$ cat src/rtl/i2s_pkg.sv
// Shared types and helpers for the I2S stereo receiver.
package i2s_pkg;

  typedef enum logic [1:0] {
    StIdle,
    StSkip,
    StRun
  } i2s_state_e;

  localparam int unsigned DefDataWidth  = 16;
  localparam int unsigned DefSlotWidth  = 32;
  localparam int unsigned DefSckDiv     = 8;
  localparam int unsigned DefSkipFrames = 1;
  localparam int unsigned DefDcShift    = 10;

  // Clamp a signed value into the range of a width-bit two's complement number.
  function automatic logic signed [31:0] sat_signed(input logic signed [31:0] value,
                                                    input int unsigned     width);
    logic signed [31:0] max_v;
    logic signed [31:0] min_v;
    max_v = (32'sd1 <<< (width - 1)) - 32'sd1;
    min_v = -max_v - 32'sd1;
    if (value > max_v) begin
      return max_v;
    end else if (value < min_v) begin
      return min_v;
    end
    return value;
  endfunction

endpackage

$ cat src/rtl/i2s_stereo_rx_if.sv
// Sample-pair handshake between the I2S receiver and its consumer.
interface i2s_stereo_rx_if #(
  parameter int unsigned DATA_WIDTH = 16
);
  logic signed [DATA_WIDTH-1:0] left_data_out;
  logic signed [DATA_WIDTH-1:0] right_data_out;
  logic                         sample_valid;
  logic                         sample_ready;

  modport master (
    output left_data_out,
    output right_data_out,
    output sample_valid,
    input  sample_ready
  );

  modport slave (
    input  left_data_out,
    input  right_data_out,
    input  sample_valid,
    output sample_ready
  );
endinterface

$ cat src/rtl/i2s_dc_block.sv
// Per-channel DC removal: subtracts a leaky running average and saturates the result.
module i2s_dc_block
  import i2s_pkg::*;
#(
  parameter int unsigned DATA_WIDTH = DefDataWidth,
  parameter int unsigned DC_SHIFT   = DefDcShift
) (
  input  logic                         clk,
  input  logic                         reset,
  input  logic signed [DATA_WIDTH-1:0] x,
  input  logic                         update,
  output logic signed [DATA_WIDTH-1:0] y
);
  localparam int unsigned AccWidth = DATA_WIDTH + DC_SHIFT;

  logic signed [AccWidth-1:0] acc_q;
  logic signed [AccWidth-1:0] avg;
  logic signed [AccWidth:0]   diff;

  assign avg  = acc_q >>> DC_SHIFT;
  assign diff = $signed({{(AccWidth + 1 - DATA_WIDTH){x[DATA_WIDTH-1]}}, x})
              - $signed({avg[AccWidth-1], avg});
  assign y    = DATA_WIDTH'(sat_signed(32'(diff), DATA_WIDTH));

  // The accumulator integrates the unsaturated difference so the average tracks the true input.
  always_ff @(posedge clk or posedge reset) begin
    if (reset) begin
      acc_q <= '0;
    end else if (update) begin
      acc_q <= acc_q + $signed(diff[AccWidth-1:0]);
    end
  end

endmodule

$ cat src/rtl/i2s_stereo_rx.sv
// Master-mode I2S stereo receiver: generates sck/ws, deserialises both slots, hands out pairs.
// Defining I2S_RX_DC_BLOCK_EN adds per-channel DC removal behind one extra register stage.
module i2s_stereo_rx
  import i2s_pkg::*;
#(
  parameter int unsigned DATA_WIDTH  = DefDataWidth,
  parameter int unsigned SLOT_WIDTH  = DefSlotWidth,
  parameter int unsigned SCK_DIV     = DefSckDiv,
  parameter int unsigned SKIP_FRAMES = DefSkipFrames,
  parameter int unsigned DC_SHIFT    = DefDcShift
) (
  input  logic            clk,
  input  logic            reset,
  input  logic            enable,
  input  logic            i2s_sd,
  output logic            i2s_sck,
  output logic            i2s_ws,
  output logic            overrun,
  i2s_stereo_rx_if.master smp
);
  localparam int unsigned SckW  = $clog2(SCK_DIV);
  localparam int unsigned BitW  = $clog2(2 * SLOT_WIDTH);
  localparam int unsigned SkipW = $clog2(SKIP_FRAMES + 2);

  if (DATA_WIDTH < 2 || SLOT_WIDTH < DATA_WIDTH) begin : g_bad_width
    $error("i2s_stereo_rx: need 2 <= DATA_WIDTH <= SLOT_WIDTH");
  end
  if (SCK_DIV < 4 || (SCK_DIV % 2) != 0) begin : g_bad_div
    $error("i2s_stereo_rx: SCK_DIV must be even and >= 4");
  end
  if (DC_SHIFT == 0 || DATA_WIDTH + DC_SHIFT > 31) begin : g_bad_shift
    $error("i2s_stereo_rx: DC_SHIFT out of range");
  end

  i2s_state_e            state_q, state_d;
  logic [SckW-1:0]       sck_cnt_q, sck_cnt_d;
  logic [BitW-1:0]       bit_cnt_q, bit_cnt_d;
  logic [SkipW-1:0]      skip_cnt_q, skip_cnt_d;
  logic [DATA_WIDTH-1:0] left_sr_q, left_sr_d;
  logic [DATA_WIDTH-1:0] right_sr_q, right_sr_d;
  logic                  sd_q;
  logic                  tick;
  logic                  frame_end;
  logic                  pair_done;
  logic                  deliver;

  always_comb begin
    state_d    = state_q;
    sck_cnt_d  = sck_cnt_q;
    bit_cnt_d  = bit_cnt_q;
    skip_cnt_d = skip_cnt_q;
    left_sr_d  = left_sr_q;
    right_sr_d = right_sr_q;
    tick       = 1'b0;
    frame_end  = 1'b0;
    pair_done  = 1'b0;
    if (!enable) begin
      state_d    = StIdle;
      sck_cnt_d  = '0;
      bit_cnt_d  = '0;
      skip_cnt_d = '0;
      left_sr_d  = '0;
      right_sr_d = '0;
    end else begin
      unique case (state_q)
        StIdle: state_d = (SKIP_FRAMES == 0) ? StRun : StSkip;
        StSkip, StRun: begin
          tick = (sck_cnt_q == SckW'(SCK_DIV - 1));
          if (tick) begin
            sck_cnt_d = '0;
            if (bit_cnt_q < BitW'(DATA_WIDTH)) begin
              left_sr_d = {left_sr_q[DATA_WIDTH-2:0], sd_q};
            end
            if (bit_cnt_q >= BitW'(SLOT_WIDTH) &&
                bit_cnt_q < BitW'(SLOT_WIDTH + DATA_WIDTH)) begin
              right_sr_d = {right_sr_q[DATA_WIDTH-2:0], sd_q};
            end
            pair_done = (bit_cnt_q == BitW'(SLOT_WIDTH + DATA_WIDTH - 1));
            if (bit_cnt_q == BitW'(2 * SLOT_WIDTH - 1)) begin
              bit_cnt_d = '0;
              frame_end = 1'b1;
            end else begin
              bit_cnt_d = bit_cnt_q + 1'b1;
            end
          end else begin
            sck_cnt_d = sck_cnt_q + 1'b1;
          end
          if (state_q == StSkip && frame_end) begin
            if (skip_cnt_q == SkipW'(SKIP_FRAMES - 1)) begin
              state_d    = StRun;
              skip_cnt_d = '0;
            end else begin
              skip_cnt_d = skip_cnt_q + 1'b1;
            end
          end
        end
        default: state_d = StIdle;
      endcase
    end
  end

  always_ff @(posedge clk or posedge reset) begin
    if (reset) begin
      state_q    <= StIdle;
      sck_cnt_q  <= '0;
      bit_cnt_q  <= '0;
      skip_cnt_q <= '0;
      left_sr_q  <= '0;
      right_sr_q <= '0;
      sd_q       <= 1'b0;
    end else begin
      state_q    <= state_d;
      sck_cnt_q  <= sck_cnt_d;
      bit_cnt_q  <= bit_cnt_d;
      skip_cnt_q <= skip_cnt_d;
      left_sr_q  <= left_sr_d;
      right_sr_q <= right_sr_d;
      sd_q       <= i2s_sd;
    end
  end

  assign i2s_sck = (sck_cnt_q >= SckW'(SCK_DIV / 2));
  // ws leads each slot MSB by one bit period.
  assign i2s_ws  = (bit_cnt_q >= BitW'(SLOT_WIDTH - 1)) &&
                   (bit_cnt_q <= BitW'(2 * SLOT_WIDTH - 2));
  // Pairs completing while still settling are dropped without flagging overrun.
  assign deliver = pair_done && (state_q == StRun);

  logic                  new_valid;
  logic [DATA_WIDTH-1:0] new_left;
  logic [DATA_WIDTH-1:0] new_right;
  logic [DATA_WIDTH-1:0] left_out_q, right_out_q;
  logic                  valid_q;
  logic                  overrun_q;
  logic                  load;

  assign load = new_valid && (!valid_q || smp.sample_ready);

`ifdef I2S_RX_DC_BLOCK_EN
  logic                         stg_valid_q;
  logic [DATA_WIDTH-1:0]        stg_left_q, stg_right_q;
  logic signed [DATA_WIDTH-1:0] left_y, right_y;

  always_ff @(posedge clk or posedge reset) begin
    if (reset) begin
      stg_valid_q <= 1'b0;
      stg_left_q  <= '0;
      stg_right_q <= '0;
    end else begin
      stg_valid_q <= deliver;
      if (deliver) begin
        stg_left_q  <= left_sr_q;
        stg_right_q <= right_sr_d;
      end
    end
  end

  i2s_dc_block #(
    .DATA_WIDTH(DATA_WIDTH),
    .DC_SHIFT  (DC_SHIFT)
  ) u_dc_left (
    .clk   (clk),
    .reset (reset),
    .x     (stg_left_q),
    .update(load),
    .y     (left_y)
  );

  i2s_dc_block #(
    .DATA_WIDTH(DATA_WIDTH),
    .DC_SHIFT  (DC_SHIFT)
  ) u_dc_right (
    .clk   (clk),
    .reset (reset),
    .x     (stg_right_q),
    .update(load),
    .y     (right_y)
  );

  assign new_valid = stg_valid_q;
  assign new_left  = left_y;
  assign new_right = right_y;
`else
  assign new_valid = deliver;
  assign new_left  = left_sr_q;
  assign new_right = right_sr_d;
`endif

  always_ff @(posedge clk or posedge reset) begin
    if (reset) begin
      left_out_q  <= '0;
      right_out_q <= '0;
      valid_q     <= 1'b0;
      overrun_q   <= 1'b0;
    end else if (new_valid) begin
      if (load) begin
        left_out_q  <= new_left;
        right_out_q <= new_right;
        valid_q     <= 1'b1;
      end else begin
        overrun_q <= 1'b1;
      end
    end else if (smp.sample_ready) begin
      valid_q <= 1'b0;
    end
  end

  assign smp.left_data_out  = left_out_q;
  assign smp.right_data_out = right_out_q;
  assign smp.sample_valid   = valid_q;
  assign overrun            = overrun_q;

endmodule
$ cat src/flat_wrapper.sv
// flat-port wrapper written by rule: the top's interface ports become plain ports
module i2s_stereo_rx_flat import i2s_pkg::*;
#(
  parameter int unsigned DATA_WIDTH  = DefDataWidth,
  parameter int unsigned SLOT_WIDTH  = DefSlotWidth,
  parameter int unsigned SCK_DIV     = DefSckDiv,
  parameter int unsigned SKIP_FRAMES = DefSkipFrames,
  parameter int unsigned DC_SHIFT    = DefDcShift
)
  (clk, reset, enable, i2s_sd, i2s_sck, i2s_ws, overrun, smp_left_data_out, smp_right_data_out, smp_sample_valid, smp_sample_ready);
  i2s_stereo_rx_if #(.DATA_WIDTH(DATA_WIDTH)) smp_i ();
  input  logic clk;
  input  logic reset;
  input  logic enable;
  input  logic i2s_sd;
  output logic i2s_sck;
  output logic i2s_ws;
  output logic overrun;
  output wire logic [$bits(smp_i.left_data_out)-1:0] smp_left_data_out;
  output wire logic [$bits(smp_i.right_data_out)-1:0] smp_right_data_out;
  output wire logic [$bits(smp_i.sample_valid)-1:0] smp_sample_valid;
  input wire logic [$bits(smp_i.sample_ready)-1:0] smp_sample_ready;
  assign smp_left_data_out = smp_i.left_data_out;
  assign smp_right_data_out = smp_i.right_data_out;
  assign smp_sample_valid = smp_i.sample_valid;
  assign smp_i.sample_ready = smp_sample_ready;
  i2s_stereo_rx #(.DATA_WIDTH(DATA_WIDTH), .SLOT_WIDTH(SLOT_WIDTH), .SCK_DIV(SCK_DIV), .SKIP_FRAMES(SKIP_FRAMES), .DC_SHIFT(DC_SHIFT)) u_core (.clk(clk), .reset(reset), .enable(enable), .i2s_sd(i2s_sd), .i2s_sck(i2s_sck), .i2s_ws(i2s_ws), .overrun(overrun), .smp(smp_i));
endmodule
$ cat config.mk
export PLATFORM = sky130hd
export DESIGN_NAME = i2s_stereo_rx_flat
export DESIGN_NICKNAME = d
export VERILOG_FILES = /design/src/rtl/i2s_pkg.sv /design/src/rtl/i2s_stereo_rx_if.sv /design/src/rtl/i2s_dc_block.sv /design/src/rtl/i2s_stereo_rx.sv /design/src/flat_wrapper.sv
export SDC_FILE = /design/constraint.sdc
export NUM_CORES = 1
export LEC_CHECK = 0
export CELL_PAD_IN_SITES_DETAIL_PLACEMENT = 0
export CELL_PAD_IN_SITES_GLOBAL_PLACEMENT = 1
export CORE_ASPECT_RATIO = 1.5
export CORE_MARGIN = 4
export CORE_UTILIZATION = 44
export DETAILED_ROUTE_END_ITERATION = 8
export PLACE_DENSITY = 0.8
export REMOVE_ABC_BUFFERS = 1
export SETUP_SLACK_MARGIN = 0.05
export SLEW_MARGIN = 20
export SYNTH_ARGS = -nofsm -noshare
export SYNTH_HDL_FRONTEND = slang
export SYNTH_SLANG_ARGS = --single-unit
$ cat constraint.sdc
create_clock -name clk -period 3.15 [get_ports clk]
set_input_delay 0.63 -clock clk [delete_from_list [all_inputs] [get_ports clk]]
set_output_delay 0.63 -clock clk [all_outputs]
set_load 0.1 [all_outputs]
==> summary.txt <==
Run status
  • Status: finished clean

Yosys
  • Largest area contributor in the netlist: dfrtp_1
  • Sequential-to-total area share from yosys stat: 57.8%
  • Ys async rst share: 100%
  • Post-synth EDFFs: 0
  • Synth top area share: 57.8%
  • Most used DFF post-synth: dfrtp_1
  • Unique masters post-synth: 39
  • Post-Syn Instances: 288
  • Synth Register Bits: 80
  • Synth top area cells: dfrtp_1, mux2_2, nand2_1
  • Mean post-synth cell area: 12.0 um2
  • Synth Warn #: 0
  • Mapped Area: 3460 um2

Power
  • Clock share of power: 45.7%
  • Pleak: 0.00210 uW
  • Maximum VDD drop: 351 uV
  • Sequential share of power: 49.4%
  • Int Pwr: 1670 uW
  • Psw: 451 uW
  • Comb power frac: 4.9%
  • Sw frac: 21.3%
  • Pwr dens: 511 nW/um2
  • Power Total: 2120 uW

Setup path
  • Reg-to-Reg Start: u_core.state_q[0]$_DFFE_PP0P_
  • R2r setup slk: 1080 ps
  • Required time worst endpoint: 2520 ps
  • CP Capture Type: primary output
  • Crit start category: flop
  • CP Max Fanout: 6
  • Worst R2R End: u_core.smp.left_data_out[13]$_DFFE_PP0P_
  • Worst Path Arrival: 1840 ps
  • Crit path kind: reg2out
  • Reg2Reg Depth: 6
  • Setup crit end: i2s_ws
  • Worst Setup SP: u_core.bit_cnt_q[0]$_DFFE_PP0P_

Global routing
  • Gr usage total: 14.7%
  • Initial antenna violation count: 0
  • First-pass GRT wire length: 10600 um
  • Total gr overflow: 0
  • Largest net degree at the start of global routing: 40
  • Vias in the first global route: 2256

Clocking
  • CTS tree: yes
  • Reg clk slew, reported paths: 60 ps
  • TritonCTS Sinks: 80
  • CTS root buffer: clkbuf_16
  • Total setup buffers inserted after CTS: 0
  • CTS Buf Count: 9
  • Post-CTS sizing: 0
  • Post-cts hold buffer count: 0
  • Clock Tree Buf Depth: 2
  • Clk Latency, worst-skew pair: 330 ps
  • H-tree level count: 3

Timing
  • Setup tns final: 0 ps
  • Clock Skews: 5.89 ps
  • Fmax: 405 MHz
  • Final min period: 2470 ps
  • Worst Hold Slack: 470 ps
  • RSZ-0062 raised after global routing: no
  • Final hold violation count: 0
  • Worst-margin pin slew: 744 ps
  • Slew headroom: 50.3%
  • Setup violations, final: 0
  • Slew Limit Fails: 0
  • Final period utilization: 78.5%

Drt
  • Drt wl/cell: 14.2 um
  • Vias per cell: 5.05
  • # DRC: 0
  • Antenna Nets Post-Route: 0
  • DR iter-0 viols: 120
  • Vias: 2210
  • Routed Wire Length: 6220 um
  • DRT Pass-1 Iters: 4

Placement
  • Hpwl dp: 4120 um
  • PortBufs: 40
  • DP Area: 3860 um2
  • Routability Congestion: 0.841

Die
  • Ports: 41
  • Die height: 117 um
  • Initial Util: 45.2%
  • Die ar.: 9380 um2
  • Die X: 80.4 um
  • Row count: 39
  • Core area: 7660 um2

Layout
  • Area Growth Syn to Fin: 19.8%
  • Antenna cells: 0
  • Core Util, Final: 54.1%
  • Nets: 345
  • Layout cells sized above 1: 28.6%
  • Final instance area: 4150 um2

Job
  • Max Cap Viol: 0

Worst hold path
  • Hold WC Path Type: reg2reg
final cells by class:
cell class	instances	area [um2]
fill	667	3510
sequential	80	2000
multi-input combinational	182	1310
timing repair buffer	49	390
clock buffer	13	270
tap	102	128
inverter	9	33.8
clock inverter	3	15.0
layer usage:
metal	up-vias	GRT usage, %	part of all wire, %
met4	0	7.44	2.1
met2	29	25.0	51
met5	-	0	0
li1	1080	-	-
met3	11	2.93	2.7
met1	1090	17.5	44
through the flow:
step           cells  setup WS [ps]
2_1_floorplan    271           -447
3_3_place_gp     422            752
3_5_place_dp     422            706
4_1_cts          438            659
5_1_grt          438            540
6_report         438            679
cells in the final DEF (no fill, tap or decap), drive strengths merged, types with 2 or more instances in the layout:
| cell type | count |
|---|---|
| nor2 | 5 |
| or3 | 2 |
| inv | 8 |
| ha | 9 |
| o21ai | 7 |
| nand4 | 3 |
| nand3 | 6 |
| nand4b | 2 |
| a21oi | 23 |
| dfrtp | 80 |
| mux2i | 20 |
| buf | 45 |
| clkdlybuf4s50 | 4 |
| nand2 | 57 |
| and4 | 2 |
| mux2 | 32 |
| clkinv | 4 |
| clkbuf | 13 |
worst min path at each step:
stage	startpoint	endpoint	slack, ps	cells after the start
after global placement	u_core.overrun$_DFFE_PP0P_	u_core.overrun$_DFFE_PP0P_	440	1
after detailed placement	u_core.overrun$_DFFE_PP0P_	u_core.overrun$_DFFE_PP0P_	460	1
after floorplan	u_core.left_sr_q[15]$_DFFE_PP0P_	u_core.smp.left_data_out[15]$_DFFE_PP0P_	460	1
after global routing	u_core.overrun$_DFFE_PP0P_	u_core.overrun$_DFFE_PP0P_	510	1
final	u_core.overrun$_DFFE_PP0P_	u_core.overrun$_DFFE_PP0P_	470	1
after CTS	u_core.overrun$_DFFE_PP0P_	u_core.overrun$_DFFE_PP0P_	480	1
synth_stat cells, types with 3 or more instances:
cell type and count:
a21oi_1 23, buf_6 5, clkbuf_1 6, dfrtp_1 80, ha_1 9, inv_1 8, mux2_1 3, mux2_2 29
mux2i_1 20, nand2_1 56, nand3_1 5, nand4_1 3, nor2_1 5, o21ai_0 7
power by group through the flow:
stage | sequential [uW] | clock (uW) | combinational (uW)
floorplan | 1070 | 0 | 65.9
global placement | 1070 | 0 | 102
detailed placement | 1070 | 0 | 107
CTS | 1050 | 998 | 107
global route | 1050 | 1040 | 118
finish | 1050 | 969 | 103
logic make-up (layout without fill, tap and decap cells):
group / Yosys count / after routing / share of synthesized area [%]
simple gates: 85 / 85 / 12.5
flops: 80 / 80 / 57.8
mux: 52 / 52 / 16.2
compound gates: 35 / 35 / 5.42
buf+inv: 26 / 74 / 4.52
fa+ha+maj: 9 / 9 / 3.25
xor+xnor: 1 / 1 / 0.253
sequential cells by signal, indices dropped and copies added, names as in the netlist:
signal and flops:
u_core.smp.right_data_out 16, u_core.smp.sample_valid 1, u_core.sd_q 1, u_core.skip_cnt_q 2
u_core.overrun 1, u_core.smp.left_data_out 16, u_core.bit_cnt_q 6, u_core.sck_cnt_q 3
u_core.state_q 2, u_core.left_sr_q 16, u_core.right_sr_q 16
critical path, cell delays in order (launching register included):
cell     delay (ps)
dfrtp_1         440
ha_1            290
nand4_1         240
o21ai_0         220
buf_4           320
Note: power is estimated with default switching activity, not from simulation.
==> RTL change, RTL diff (same flow settings) <==
`left_sr_q` and `right_sr_q` no longer have a reset.
--- a/src/rtl/i2s_stereo_rx.sv
+++ b/src/rtl/i2s_stereo_rx.sv
@@ -105,18 +105,19 @@
       sck_cnt_q  <= '0;
       bit_cnt_q  <= '0;
       skip_cnt_q <= '0;
-      left_sr_q  <= '0;
-      right_sr_q <= '0;
       sd_q       <= 1'b0;
     end else begin
       state_q    <= state_d;
       sck_cnt_q  <= sck_cnt_d;
       bit_cnt_q  <= bit_cnt_d;
       skip_cnt_q <= skip_cnt_d;
-      left_sr_q  <= left_sr_d;
-      right_sr_q <= right_sr_d;
       sd_q       <= i2s_sd;
     end
+  end
+
+  always_ff @(posedge clk) begin
+    left_sr_q  <= left_sr_d;
+    right_sr_q <= right_sr_d;
   end
 
   assign i2s_sck = (sck_cnt_q >= SckW'(SCK_DIV / 2));
Check against the original RTL: no difference found for any inputs over 10 cycles, from zero or initial values and one cycle with reset high; that may be too few to reach the edited logic, so the function may still have changed.
==> RTL change against the unedited design <==
- wire length decreased by 3.8%
- sequential cell count unchanged
- design area is 6.9% lower
- non-clock buffer count down 2
- total power shrank 11%
- area after synthesis decreased by 5.3%
- core utilization shrank 0.71 points
- final cell count is 1.6% lower
- setup slack gained 30 ps
- critical path type unchanged
- highest routed layer unchanged
==> RTL change: results (changes against the unedited design) <==
status -> complete, no violations (unchanged)
mux share of post-synthesis cell area -> 0.1772 (was 0.1620)
ys async rst share -> 0.6000 (was 1.000)
total track usage -> 0.1492 (was 0.1467)
Seq/Total Area, Yosys -> 0.5620 (was 0.5785)
Post-Synth XOR/XNOR Area -> 0.002673 (was 0.002531)
hold path cells -> 2 (was 1)
Clk pwr share -> 0.406 (was 0.457)
Clk Latency, worst-skew pair -> 350 ps (was 330 ps)
# clk buffers -> 9 (was 13)
Max-Slew Margin vs Limit -> 0.5166 (was 0.5033)
layout cells sized above 1 -> 0.2931 (was 0.2857)
tap cells -> 100 (was 102)
Synth-to-Final Area Change -> 17.83% (was 19.85%)
Sw Share -> 0.2408 (was 0.2129)
Compound-Gate Fraction of Synth Area -> 0.05689 (was 0.05423)
Non-CTS buffers -> 47 (was 49)
clk_skew -> 8.375 ps (was 5.892 ps)
largest net degree at the start of global routing -> 26 (was 40)
top cells by count, synth -> nand2_1, dfrtp_1, dfxtp_1 (was dfrtp_1, nand2_1, mux2_2)
Clock-cell share -> 0.05250 (was 0.06878)
vias in the first global route -> 2165 (was 2256)
cell count after placement -> 415 (was 422)
Fill cells -> 686 (was 667)
routed via count -> 2135 (was 2210)
Synth Area in Adders -> 0.03436 (was 0.03254)
Placed Area -> 3659 sq um (was 3862 sq um)
Distinct cells, synth -> 38 (was 39)
pre-CTS WS -> 716.5 ps (was 706.5 ps)
top cells by area, synth -> dfrtp_1, dfxtp_1, mux2_2 (was dfrtp_1, mux2_2, nand2_1)
VDD IR-drop max -> 0.3430 mV (was 0.3513 mV)
multi-input gate share of total cell area -> 0.3354 (was 0.3155)
Final non-clock buffer share -> 0.09397 (was 0.09412)
gp weighted congestion -> 0.7853 (was 0.8410)
[RTL change: changes by cell type in the layout (fill, tap and decap cells not counted), moves of 5 or more]
cell	before	now
clkbuf_16	9	0
clkbuf_8	3	9
dfrtp_1	80	48
dfxtp_1	0	32
nand2_1	56	62
o21ai_0	7	2
[RTL change: worst paths after layout]
kind | endpoint | slack [ps] | start
min in group asynchronous | u_core.smp.left_data_out[7] | 550 | reset
setup reg to reg | u_core.smp.right_data_out[8] | 890 | u_core.state_q[0]
hold / removal | u_core.left_sr_q[15] | 460 | u_core.left_sr_q[15]
hold reg to reg | u_core.left_sr_q[15] | 460 | u_core.left_sr_q[15]
setup / recovery | i2s_ws | 710 | u_core.bit_cnt_q[0]
max in group asynchronous | u_core.smp.right_data_out[15] | 2020 | reset
[RTL change: per-layer routing]
metal,part of all wire,up-vias,track usage
met4,0.025,0,0.08751
met3,0.035,12,0.03081
met5,0,-,0
met1,0.44,1035,0.1733
met2,0.50,37,0.2529
li1,-,1051,-
